### src/rtl/bp_sacc_dma_fill_if.sv
// Memory read channel and scratchpad write port of the scratchpad fill DMA.
interface bp_sacc_dma_fill_if #(
  parameter int word_width_p  = 32,
  parameter int paddr_width_p = 40,
  parameter int num_spm_p     = 3,
  parameter int spm_els_p     = 4096
);
  localparam int sel_w_lp = (num_spm_p > 1) ? $clog2(num_spm_p) : 1;
  localparam int idx_w_lp = $clog2(spm_els_p);

  logic                     mem_cmd_v_o;
  logic [paddr_width_p-1:0] mem_cmd_addr_o;
  logic                     mem_cmd_yumi_i;
  logic                     mem_resp_v_i;
  logic [word_width_p-1:0]  mem_resp_data_i;
  logic                     mem_resp_ready_o;
  logic                     spm_w_v_o;
  logic [sel_w_lp-1:0]      spm_sel_o;
  logic [idx_w_lp-1:0]      spm_addr_o;
  logic [word_width_p-1:0]  spm_data_o;

  modport master (
    output mem_cmd_v_o, mem_cmd_addr_o, mem_resp_ready_o,
           spm_w_v_o, spm_sel_o, spm_addr_o, spm_data_o,
    input  mem_cmd_yumi_i, mem_resp_v_i, mem_resp_data_i
  );

  modport slave (
    input  mem_cmd_v_o, mem_cmd_addr_o, mem_resp_ready_o,
           spm_w_v_o, spm_sel_o, spm_addr_o, spm_data_o,
    output mem_cmd_yumi_i, mem_resp_v_i, mem_resp_data_i
  );
endinterface

### src/rtl/bp_sacc_dma_fill.sv
// Scratchpad fill DMA: reads len words from memory starting at a base address
// and writes them, in order, into the selected scratchpad.
module bp_sacc_dma_fill #(
  parameter int word_width_p      = 32,
  parameter int paddr_width_p     = 40,
  parameter int num_spm_p         = 3,
  parameter int spm_els_p         = 4096,
  parameter int max_outstanding_p = 4
) (
  input  logic                     clk_i,
  input  logic                     reset_i,
  input  logic                     start_v_i,
  input  logic [paddr_width_p-1:0] start_addr_i,
  input  logic [$clog2(spm_els_p):0] start_len_i,
  input  logic [((num_spm_p > 1) ? $clog2(num_spm_p) : 1)-1:0] start_sel_i,
  input  logic                     abort_i,
  input  logic                     clear_i,
  bp_sacc_dma_fill_if.master       bus,
  output logic                     busy_o,
  output logic                     done_o,
  output logic                     err_o,
  output logic                     aborted_o
);

  localparam int cnt_w_lp = $clog2(spm_els_p) + 1;
  localparam int idx_w_lp = $clog2(spm_els_p);
  localparam int sel_w_lp = (num_spm_p > 1) ? $clog2(num_spm_p) : 1;
  localparam int off_lp   = $clog2(word_width_p / 8);
  localparam logic [cnt_w_lp-1:0] max_out_lp = cnt_w_lp'(max_outstanding_p);

  localparam logic [1:0] IDLE  = 2'd0;
  localparam logic [1:0] RUN   = 2'd1;
  localparam logic [1:0] DRAIN = 2'd2;
  localparam logic [1:0] DONE  = 2'd3;

  logic [1:0]               state_r;
  logic [paddr_width_p-1:0] base_r;
  logic [cnt_w_lp-1:0]      len_r;
  logic [sel_w_lp-1:0]      sel_r;
  logic [cnt_w_lp-1:0]      issued_r, completed_r;
  logic                     done_r, err_r, aborted_r;

  logic [cnt_w_lp-1:0] outstanding, issued_n, completed_n;
  logic in_xfer, cmd_v, cmd_fire, resp_acc, resp_bad, resp_ok, spm_w, bad_start;

  // Issue/accept decode; every output is gated so IDLE (and reset) drives zeros.
  always_comb begin
    outstanding = issued_r - completed_r;
    in_xfer     = (state_r == RUN) || (state_r == DRAIN);
    cmd_v       = (state_r == RUN) && (issued_r < len_r) && (outstanding < max_out_lp);
    cmd_fire    = cmd_v && bus.mem_cmd_yumi_i;
    resp_acc    = bus.mem_resp_v_i && in_xfer;
    resp_bad    = resp_acc && (outstanding == '0);
    resp_ok     = resp_acc && !resp_bad;
    spm_w       = resp_ok && (state_r == RUN);
    issued_n    = issued_r + cnt_w_lp'(cmd_fire);
    completed_n = completed_r + cnt_w_lp'(resp_ok);
    bad_start   = (int'(start_sel_i) >= num_spm_p) || (int'(start_len_i) > spm_els_p);

    bus.mem_cmd_v_o      = cmd_v;
    bus.mem_cmd_addr_o   = cmd_v ? base_r + (paddr_width_p'(issued_r) << off_lp) : '0;
    bus.mem_resp_ready_o = in_xfer;
    bus.spm_w_v_o        = spm_w;
    bus.spm_sel_o        = spm_w ? sel_r : '0;
    bus.spm_addr_o       = spm_w ? completed_r[idx_w_lp-1:0] : '0;
    bus.spm_data_o       = spm_w ? bus.mem_resp_data_i : '0;

    busy_o    = in_xfer;
    done_o    = done_r;
    err_o     = err_r;
    aborted_o = aborted_r;
  end

  // Transfer state, counters and sticky status.
  always_ff @(posedge clk_i or posedge reset_i) begin
    if (reset_i) begin
      state_r     <= IDLE;
      base_r      <= '0;
      len_r       <= '0;
      sel_r       <= '0;
      issued_r    <= '0;
      completed_r <= '0;
      done_r      <= 1'b0;
      err_r       <= 1'b0;
      aborted_r   <= 1'b0;
    end else begin
      issued_r    <= issued_n;
      completed_r <= completed_n;
      if (resp_bad) err_r <= 1'b1;
      case (state_r)
        IDLE, DONE: begin
          if (start_v_i) begin
            // A rejected start runs as a zero-length transfer so that it reaches
            // DONE through RUN with the same timing as len=0, never issuing.
            base_r      <= start_addr_i;
            sel_r       <= start_sel_i;
            len_r       <= bad_start ? '0 : start_len_i;
            issued_r    <= '0;
            completed_r <= '0;
            done_r      <= 1'b0;
            err_r       <= bad_start;
            aborted_r   <= 1'b0;
            state_r     <= RUN;
          end else if ((state_r == DONE) && clear_i) begin
            done_r    <= 1'b0;
            err_r     <= 1'b0;
            aborted_r <= 1'b0;
            state_r   <= IDLE;
          end
        end
        RUN: begin
          if (abort_i) begin
            // Judge emptiness on post-edge counts so a same-cycle issue or
            // response is neither stranded nor waited on.
            aborted_r <= 1'b1;
            if (issued_n == completed_n) begin
              state_r <= DONE;
              done_r  <= 1'b1;
            end else begin
              state_r <= DRAIN;
            end
          end else if (completed_r == len_r) begin
            state_r <= DONE;
            done_r  <= 1'b1;
          end
        end
        DRAIN: begin
          if (outstanding == '0) begin
            state_r <= DONE;
            done_r  <= 1'b1;
          end
        end
        default: state_r <= IDLE;
      endcase
    end
  end

endmodule

### src/flat_wrapper.sv
// flat-port wrapper written by rule: the top's interface ports become plain ports
module bp_sacc_dma_fill_flat 
#(
  parameter int word_width_p      = 32,
  parameter int paddr_width_p     = 40,
  parameter int num_spm_p         = 3,
  parameter int spm_els_p         = 4096,
  parameter int max_outstanding_p = 4
)
  (clk_i, reset_i, start_v_i, start_addr_i, start_len_i, start_sel_i, abort_i, clear_i, busy_o, done_o, err_o, aborted_o, bus_mem_cmd_v_o, bus_mem_cmd_addr_o, bus_mem_resp_ready_o, bus_spm_w_v_o, bus_spm_sel_o, bus_spm_addr_o, bus_spm_data_o, bus_mem_cmd_yumi_i, bus_mem_resp_v_i, bus_mem_resp_data_i);
  bp_sacc_dma_fill_if #(.word_width_p(word_width_p), .paddr_width_p(paddr_width_p), .num_spm_p(num_spm_p), .spm_els_p(spm_els_p)) bus_i ();
  input  logic clk_i;
  input  logic reset_i;
  input  logic start_v_i;
  input  logic [paddr_width_p-1:0] start_addr_i;
  input  logic [$clog2(spm_els_p):0] start_len_i;
  input  logic [((num_spm_p > 1) ? $clog2(num_spm_p) : 1)-1:0] start_sel_i;
  input  logic abort_i;
  input  logic clear_i;
  output logic busy_o;
  output logic done_o;
  output logic err_o;
  output logic aborted_o;
  output wire logic [$bits(bus_i.mem_cmd_v_o)-1:0] bus_mem_cmd_v_o;
  output wire logic [$bits(bus_i.mem_cmd_addr_o)-1:0] bus_mem_cmd_addr_o;
  output wire logic [$bits(bus_i.mem_resp_ready_o)-1:0] bus_mem_resp_ready_o;
  output wire logic [$bits(bus_i.spm_w_v_o)-1:0] bus_spm_w_v_o;
  output wire logic [$bits(bus_i.spm_sel_o)-1:0] bus_spm_sel_o;
  output wire logic [$bits(bus_i.spm_addr_o)-1:0] bus_spm_addr_o;
  output wire logic [$bits(bus_i.spm_data_o)-1:0] bus_spm_data_o;
  input wire logic [$bits(bus_i.mem_cmd_yumi_i)-1:0] bus_mem_cmd_yumi_i;
  input wire logic [$bits(bus_i.mem_resp_v_i)-1:0] bus_mem_resp_v_i;
  input wire logic [$bits(bus_i.mem_resp_data_i)-1:0] bus_mem_resp_data_i;
  assign bus_mem_cmd_v_o = bus_i.mem_cmd_v_o;
  assign bus_mem_cmd_addr_o = bus_i.mem_cmd_addr_o;
  assign bus_mem_resp_ready_o = bus_i.mem_resp_ready_o;
  assign bus_spm_w_v_o = bus_i.spm_w_v_o;
  assign bus_spm_sel_o = bus_i.spm_sel_o;
  assign bus_spm_addr_o = bus_i.spm_addr_o;
  assign bus_spm_data_o = bus_i.spm_data_o;
  assign bus_i.mem_cmd_yumi_i = bus_mem_cmd_yumi_i;
  assign bus_i.mem_resp_v_i = bus_mem_resp_v_i;
  assign bus_i.mem_resp_data_i = bus_mem_resp_data_i;
  bp_sacc_dma_fill #(.word_width_p(word_width_p), .paddr_width_p(paddr_width_p), .num_spm_p(num_spm_p), .spm_els_p(spm_els_p), .max_outstanding_p(max_outstanding_p)) u_core (.clk_i(clk_i), .reset_i(reset_i), .start_v_i(start_v_i), .start_addr_i(start_addr_i), .start_len_i(start_len_i), .start_sel_i(start_sel_i), .abort_i(abort_i), .clear_i(clear_i), .bus(bus_i), .busy_o(busy_o), .done_o(done_o), .err_o(err_o), .aborted_o(aborted_o));
endmodule
### config.mk
export PLATFORM = sky130hd
export DESIGN_NAME = bp_sacc_dma_fill_flat
export DESIGN_NICKNAME = d
export VERILOG_FILES = /design/src/rtl/bp_sacc_dma_fill_if.sv /design/src/rtl/bp_sacc_dma_fill.sv /design/src/flat_wrapper.sv
export SDC_FILE = /design/constraint.sdc
export NUM_CORES = 1
export LEC_CHECK = 0
export BUFFER_PORTS_ARGS = -buffer_cell sky130_fd_sc_hd__buf_2
export CAP_MARGIN = 20
export CORE_MARGIN = 5
export CORE_UTILIZATION = 54
export CTS_CLUSTER_DIAMETER = 120
export DETAILED_ROUTE_END_ITERATION = 10
export GPL_ROUTABILITY_DRIVEN = 0
export PLACE_DENSITY = 0.82
export SYNTH_ARGS = -nofsm -noshare
export SYNTH_HDL_FRONTEND = slang
export SYNTH_SLANG_ARGS = --single-unit
### constraint.sdc
create_clock -name clk_i -period 7.05 [get_ports clk_i]
set_clock_uncertainty 0.2 [all_clocks]
set_input_delay 1.41 -clock clk_i [delete_from_list [all_inputs] [get_ports clk_i]]
set_output_delay 1.41 -clock clk_i [all_outputs]
set_load 0.05 [all_outputs]
### After elaboration in Yosys (flattened, before gate mapping)

Index checks and enable logic that the tools add are counted.

| word-level totals | value |
|---|---|
| flip-flop bits (word level) | 86 |
| output and inout port bits | 93 |

| operators by class | value |
|---|---|
| $add $sub $neg | 4 |
| order comparisons | 4 |
| equal/unequal tests | 10 |
| mux-type cells | 29 |
| reductions and logical operators | 19 |

Operators with widths:

| kind | count |
|---|---|
| 13-bit two-way mux | 5 |
| 40-bit by 15-bit adder with 40-bit output | 1 |
| 40-bit two-way mux | 1 |
| 32-bit two-way mux | 1 |
| 13-bit by 1-bit adder with 13-bit output | 2 |
| 13-bit equality test | 2 |
| 13-bit > comparator, second input constant | 1 |
| 13-bit zero test | 1 |
| 13-bit less-than comparator | 1 |
| 13-bit by 3-bit less-than comparator with 1-bit output, second input constant | 1 |
| 13-bit subtractor | 1 |
| 1-bit two-way mux | 12 |
| 12-bit two-way mux | 1 |
| 2-bit two-way mux | 6 |
| 1-bit logical AND | 8 |
| 3-bit != test, second input constant | 2 |
| 2-bit one-hot mux with 3 select lines | 1 |
| 3-bit AND reduction | 2 |
| 2-bit equality test, second input constant | 2 |
| 2-bit != test, second input constant | 2 |
| 4-bit AND reduction | 1 |
| 3-bit by 2-bit != test with 1-bit output, second input constant | 1 |
| 1-bit one-hot mux with 3 select lines | 1 |
| 2-bit by 1-bit equality test with 1-bit output, second input constant | 1 |
| other kinds (8) | 9 |

### Depth between registers and ports, before layout

Gate-level depths: netlist (run 1).

| depth | value |
|---|---|
| word-level depth | 11 |
| depth in mapped cells | 24 |
| gate-level depth less buffers | 22 |

### Worst setup path before layout (run 1)

OpenSTA, ideal clock, no wires.

| timing path | value |
|---|---|
| path type | register to register |
| start point | register u_core.completed_r[7] |
| end point | register u_core.done_r (netlist: u_core.done_o) |
| setup time | 0.128 ns |
| arrival | 5.423 ns |
| setup slack | 1.299 ns |
| cell stages (with the launch flop) | 25 |
| clock period less this slack | 5.751 ns |
| cell sequence | dfrtp_1 clkbuf_1 inv_1 ha_1 clkbuf_1 o21ai_0 a211oi_1 o21ai_1 o21ai_1 xor2_1 or4b_1 a211o_1 clkbuf_1 nor2_1 ha_1 ha_1 nand2_1 nor4_1 xor2_1 xnor2_1 nand2_1 or4_1 o31ai_2 o211a_1 mux2_1 |

| between the ends | value |
|---|---|
| word-level cells in the longest chain between the ends | 9 |
| elaborated cells on any way between the ends | 16 |
| classes of those cells | 3 x add/sub; 1 x order compare; 5 x eq/ne; 7 x reduce/logical |

Ends and longest elaborated chain:

| item | line | source |
|---|---|---|
| start, declared | bp_sacc_dma_fill.sv:40 | `logic [cnt_w_lp-1:0] issued_r, completed_r;` |
| start signal, assigned | bp_sacc_dma_fill.sv:88 | `completed_r <= completed_n;` |
| parallel branches: the longest is 8 deep, another holds 13-bit subtractor | -- |  |
| 4-bit AND reduction (no line) * | -- |  |
| end signal, assigned | bp_sacc_dma_fill.sv:118 | `done_r <= 1'b1;` |
| end signal, assigned | bp_sacc_dma_fill.sv:124 | `done_r <= 1'b1;` |
| end signal, assigned | bp_sacc_dma_fill.sv:130 | `done_r <= 1'b1;` |
| end, declared | bp_sacc_dma_fill.sv:41 | `logic done_r, err_r, aborted_r;` |

Mark *: on every way between the ends.
A chain may end at the register's enable or synchronous reset.

### Worst setup path after layout (run 1)

Same ends and word-level chain as after synthesis.

==> impl_metrics.tcl, run 1 <==
set metrics [dict create \
    status "finished, final reports clean" \
    path_class "reg -> reg" \
    clk_pin_slew_ns 0.06 \
    cts_tree "yes" \
    synth.area.top_cells "dfrtp_1 33%, nand2_1 9.4%, ha_1 8.5%" \
    drtIter0Drc 397 \
    dpl.hpwl_um 14600 \
    ir_worst_vdd_v 0.000234 \
    hold_slack_ns 0.271 \
    postRouteAntennaNets 0 \
    rsz0062_at_grt "no" \
    ys_async_sr_fraction_pct 100 \
    antenna_found_initial 0 \
    r2r_start "u_core.completed_r[7]$_DFF_PP0_" \
    ioPinCount 187 \
    worstHoldStart "u_core.sel_r[1]$_DFFE_PP0P_" \
    final_cell_mix "186 x buf_2, 166 x nand2_1, 86 x dfrtp_1" \
    vias 6377 \
    avgSynthCellArea_um2 7.93 \
    yosysUniqueCellTypes 61 \
    drc 0 \
    layout.nets 1142 \
    fillerInstances 1030 \
    synth_cells 835 \
    synthesis.area_um2 6620 \
    syn-num-nets 976 \
    dieHeight_um 121 \
    p_leak_nw 4.21 \
    slew_headroom_pct 50.9 \
    routedWlPerCell_um 16.7 \
    layout-drive-gt1-share_pct 22.2 \
    clkLatencyLatePin_ns 0.34 \
    ys_seq_area_share_pct 32.5 \
    cts.repair.resized 0 \
    cap_viol_max_count 0 \
    clockRootBuffer "clkbuf_16" \
    postCtsHoldBufs 0 \
    grt_max_degree 61 \
    yosys.area.top_type "dfrtp_1" \
    critPathLaunch "u_core.completed_r[7]$_DFF_PP0_" \
    crit_required_ns 7.08 \
    design.die.area_um2 14600 \
    start_kind "flip-flop" \
    worstPathArrival_ns 6.21 \
    critPathCaptureType "flip-flop" \
    grt_pass1_wl_um 30400 \
    cts_setup_buffers 0 \
    min_period_over_period_pct 87.7 \
    tightest_slew_ns 0.737 \
    row_count 40 \
    portBuffers 186 \
    grt_pass1_vias 6191 \
    setup_viol 0 \
    core_area_um2 12000 \
    cts_max_level 3 \
    power.density_nw_per_um2 318 \
    crit_fanout 42 \
    initial_utilization_pct 55.1 \
    routed_wl_um 19200 \
    grt_util_all_layers_pct 26.0 \
    tns_ns 0 \
    grt_overflow_total 0 \
    synth_edf_count 0 \
    ys.warnings.count 0 \
    synth_top_area_share_pct 32.5 \
    drt_pre_antenna_iters 5 \
    timing.fmax_ghz 0.162 \
    final_hold_viol_count 0 \
    period_minus_slack_ns 6.18 \
    synth_flop_cell "dfrtp_1" \
    numCtsBuffers 9 \
    hp-class "reg -> reg" \
    die_w_um 121 \
    via_per_inst 5.53 \
    antenna_cells 0 \
    syn2layout_area_growth_pct 20.2 \
    cts.sinks 86 \
    slew_violations 0 \
    layout.cells.most_common "buf_2" \
    ys_seq_elements 86 \
    clk_path_buf_depth 2 \
]
==> layer usage <==
metal / wire length, um / part of all wire, % / vias up / GRT usage, %
met2: 9250 / 48 / 285 / 44.9
met3: 1740 / 9.1 / 33 / 5.71
met5: 0 / 0 / - / 0
li1: - / - / 3123 / -
met1: 7900 / 41 / 2936 / 32.7
met4: 354 / 1.8 / 0 / 7.37
==> report_power, final <==
| part | total [mW] | internal, mW | leakage [nW] | switching (mW) |
|---|---|---|---|---|
| logic | 1.23 | 0.436 | 2.95 | 0.796 |
| clock network | 0.498 | 0.295 | 0.145 | 0.202 |
| registers | 0.802 | 0.657 | 1.12 | 0.146 |
==> worst max-delay path, stage by stage, from the launching register on <==
cell	delay [ns]
dfrtp_1	0.49
inv_1	0.11
ha_1	0.41
o21ai_0	0.16
a211oi_1	0.23
o21ai_1	0.15
o21ai_1	0.20
xor2_1	0.12
or4b_1	0.53
a211o_1	0.29
buf_4	0.27
nor2_1	0.21
ha_1	0.18
ha_1	0.20
nand2_1	0.09
nor4_1	0.48
xor2_1	0.22
xnor2_1	0.13
nand2_1	0.06
or4_1	0.60
o31ai_2	0.24
o211a_1	0.17
mux2_1	0.31
==> sequential cells by signal, summed over array words and instances (netlist names) <==
name and flops:
u_core.issued_r 13, u_core.base_r 40, u_core.aborted_o 1, u_core.state_r 2, u_core.err_o 1, u_core.sel_r 2, u_core.done_o 1, u_core.len_r 13
u_core.completed_r 13
==> path summary, 6_finish.rpt <==
kind / slack [ns] / to / cells past startpoint
max: 0.87 / u_core.done_o$_DFFE_PP0P_ / 22
min: 0.27 / u_core.sel_r[1]$_DFFE_PP0P_ / 2
max reg2reg: 0.87 / u_core.done_o$_DFFE_PP0P_ / 22
min reg2reg: 0.27 / u_core.sel_r[1]$_DFFE_PP0P_ / 2
max in group asynchronous: 4.65 / u_core.base_r[35]$_DFFE_PP0P_ / 3
min in group asynchronous: 0.88 / u_core.state_r[1]$_DFFE_PP0P_ / 2
==> layout make-up <==
type / instances / area, um2 / share of cell area [%]
multi-input combinational: 661 / 4130 / 51.9
sequential: 86 / 2150 / 27.0
timing repair buffer: 194 / 998 / 12.5
clock buffer: 12 / 256 / 3.22
inverter: 49 / 185 / 2.33
tap: 147 / 184 / 2.31
clock inverter: 4 / 53.8 / 0.676
==> metrics by stage <==
stage	setup slack (ns)	utilization, %	total power [mW]	cell area (um2)	cells
final	0.867	66.3	2.53	7960	1153
after CTS	0.987	66.3	2.53	7960	1153
after global placement	1.21	63.5	1.98	7630	1136
after detailed placement	1.00	63.7	2.02	7650	1137
after global routing	0.494	66.3	2.70	7960	1153
after floorplan	1.30	-	1.73	6620	835
==> cell families (layout without fill, tap and decap cells) <==
logic type               count (synthesis)  count (layout)  share of synthesized area (%)
XOR/XNOR                                86              86                           11.5
multiplexers                             3               3                          0.473
buffers and inverters                   88             259                           5.14
flip-flops                              86              86                           32.5
AO/OA/AOI/OAI                          128             128                           12.7
adder cells (fa/ha/maj)                 47              47                           9.11
AND/OR/NAND/NOR                        397             397                           28.5
==> synthesized netlist by cell type (2+ instances only) <==
library cell    n
nor4_1         12
a211o_1         4
o31a_1          3
o21a_1          4
a21o_1         14
o21bai_1        5
or4b_1          2
o21ai_0        18
nor3_2          3
o21ai_1         2
nand2b_1        8
and2_1         54
nand2_1       166
o2111ai_1       3
xor2_1         38
o211ai_1        7
and4_1          2
nor3b_1         2
clkbuf_1       33
a31oi_1         4
nand4_1        13
dfrtp_1        86
or4_1           2
a211oi_1        2
or3_1           2
xnor2_1        47
buf_2           5
nor3_1         11
and3_1          5
mux2i_1         2
o311a_1         2
or2_2           2
nor2b_1         4
a21oi_1        34
o22ai_1        14
ha_1           45
o31ai_1         2
inv_1          49
nand3_1        20
nor2_1         82
fa_1            2
No activity file was read; power rests on OpenSTA's default activity.
==> run 2: changes to the inputs <==
CORE_ASPECT_RATIO = 0.8   (was not set)
CORE_UTILIZATION = 40   (was 54)
CTS_CLUSTER_SIZE = 24   (was not set)
PLACE_DENSITY = 0.64   (was 0.82)
==> run 2 against run 1 <==
Critical endpoint unchanged. Highest routed layer unchanged. Global-route usage decreased by 5.6 points. Cell area increased by 1.2%. Utilization decreased by 17 points. Largest power group unchanged. Largest cell class unchanged. Maximum frequency decreased by 0.65%. Flip-flop and latch count unchanged.
==> impl_metrics.tcl, run 2 (synthesis gave the netlist of run 1 again) <==
set metrics [dict create \
    final_hold_viol_count 0 \
    power.density_nw_per_um2 314 \
    routedWlPerCell_um 16.2 \
    portBuffers 186 \
    drc 0 \
    worstPathArrival_ns 6.26 \
    initial_utilization_pct 40.4 \
    cts.repair.resized 0 \
    netSwitchingFraction_pct 45.7 \
    postRouteAntennaNets 0 \
    dieHeight_um 125 \
    cap_viol_max_count 0 \
    status "finished, final reports clean" \
    largest_reg_flops 40 \
    grt_pass1_wl_um 31900 \
    rsz0062_at_grt "no" \
    fin_area_um2 8050 \
    clkPwrFrac_pct 19.5 \
    ir_worst_vdd_v 0.000160 \
    clk_pin_slew_ns 0.07 \
    pwr-share-seq_pct 32.1 \
    dpl.hpwl_um 15600 \
    cts_tree "yes" \
    combPwrFrac_pct 48.4 \
    cts_setup_buffers 0 \
    hold_slack_ns 0.284 \
    crit_fanout 42 \
    row_count 42 \
    layout.nets 1141 \
    grt_util_all_layers_pct 20.3 \
    cts_max_level 3 \
    grt_pass1_vias 5991 \
    ioPinCount 187 \
    placed_area_um2 7720 \
    layout.cells.most_common "buf_2" \
    postCtsHoldBufs 0 \
    via_per_inst 5.15 \
    critPathCaptureType "flip-flop" \
    antenna_cells 0 \
    fillerInstances 1608 \
    core_area_um2 16400 \
    tns_ns 0 \
    path_class "reg -> reg" \
    clockRootBuffer "clkbuf_16" \
    drtIter0Drc 513 \
    tightest_slew_ns 0.986 \
    final_cell_mix "186 x buf_2, 166 x nand2_1, 86 x dfrtp_1" \
    p_leak_nw 4.21 \
    regArea_um2 2150 \
    regMostFlops "u_core.base_r" \
    vias 6313 \
    clkLatencyLatePin_ns 0.35 \
    utilization_pct 49.1 \
    start_kind "flip-flop" \
    die_w_um 154 \
    layout-drive-gt1-share_pct 22.2 \
    multi_input_area_um2 4130 \
    clk_path_buf_depth 2 \
    crit_required_ns 7.08 \
    min_period_over_period_pct 88.3 \
    hp-class "reg -> reg" \
    internal-power_mw 1.37 \
    p_sw_mw 1.15 \
    drt_pre_antenna_iters 5 \
    syn2layout_area_growth_pct 21.6 \
    timing.fmax_ghz 0.161 \
    grt_overflow_total 0 \
    design.die.area_um2 19200 \
    period_minus_slack_ns 6.22 \
    routed_wl_um 19800 \
    antenna_found_initial 0 \
    slew_violations 0 \
    finalPower_mw 2.53 \
    slew_headroom_pct 34.3 \
    setup_viol 0 \
    cts.sinks 86 \
    grt_max_degree 94 \
    numCtsBuffers 9 \
]
==> run 2: changes by cell type in the layout (fill, tap and decap cells not counted) <==
cell        before  now
buf_16           0    1
buf_4            7    6
buf_8            1    0
clkbuf_1         1    0
clkbuf_8         2    0
clkinv_4         0    3
clkinvlp_4       2    1
inv_6            1    2
==> run 2: layer usage <==
metal / vias up / GRT usage, % / routed length (um) / share of wire (%)
met5: - / 0 / 0 / 0
li1: 3137 / - / - / -
met1: 2888 / 28.8 / 9210 / 46
met4: 0 / 5.24 / 336 / 1.7
met3: 25 / 4.25 / 1570 / 7.9
met2: 263 / 31.8 / 8720 / 44
==> run 2: path summary, 6_finish.rpt <==
path	start	endpoint	slack, ns	cells after the start
hold reg to reg	u_core.sel_r[0]$_DFFE_PP0P_	u_core.sel_r[0]$_DFFE_PP0P_	0.28	2
setup / recovery	u_core.completed_r[7]$_DFF_PP0_	u_core.done_o$_DFFE_PP0P_	0.83	22
setup reg to reg	u_core.completed_r[7]$_DFF_PP0_	u_core.done_o$_DFFE_PP0P_	0.83	22
min in group asynchronous	reset_i	u_core.sel_r[0]$_DFFE_PP0P_	0.86	2
hold / removal	u_core.sel_r[0]$_DFFE_PP0P_	u_core.sel_r[0]$_DFFE_PP0P_	0.28	2
max in group asynchronous	reset_i	u_core.base_r[12]$_DFFE_PP0P_	4.62	3
==> run 2: power by group through the flow <==
| stage | registers (mW) | clock network [mW] | logic [mW] |
|---|---|---|---|
| CTS | 0.811 | 0.504 | 1.22 |
| global route | 0.833 | 0.524 | 1.36 |
| detailed placement | 0.819 | 0 | 1.22 |
| global placement | 0.814 | 0 | 1.20 |
| floorplan | 0.791 | 0 | 0.941 |
| finish | 0.812 | 0.493 | 1.22 |
==> run 2: metrics by stage <==
step,setup WS [ns],std cells
2_1_floorplan,1.30,835
3_3_place_gp,1.16,1208
3_5_place_dp,0.913,1208
4_1_cts,0.899,1224
5_1_grt,0.494,1225
6_report,0.827,1225
==> run 2: cell type report <==
| class | instances | share of cell area [%] |
|---|---|---|
| clock buffer | 9 | 2.80 |
| clock inverter | 7 | 1.01 |
| inverter | 49 | 2.30 |
| multi-input combinational | 661 | 51.3 |
| sequential | 86 | 26.7 |
| tap | 220 | 3.42 |
| timing repair buffer | 193 | 12.5 |
==> run 2: worst max-delay path, cell delays in order, from the launching register on <==
cell and delay (ns):
dfrtp_1 0.48, inv_1 0.12, ha_1 0.42, o21ai_0 0.17, a211oi_1 0.24, o21ai_1 0.17, o21ai_1 0.18, xor2_1 0.12
or4b_1 0.52, a211o_1 0.28, buf_4 0.27, nor2_1 0.21, ha_1 0.17, ha_1 0.21, nand2_1 0.10, or2_1 0.30
xnor2_1 0.27, xnor2_1 0.18, nand4_1 0.12, or4_1 0.62, o31ai_2 0.26, o211a_1 0.18, mux2_1 0.31
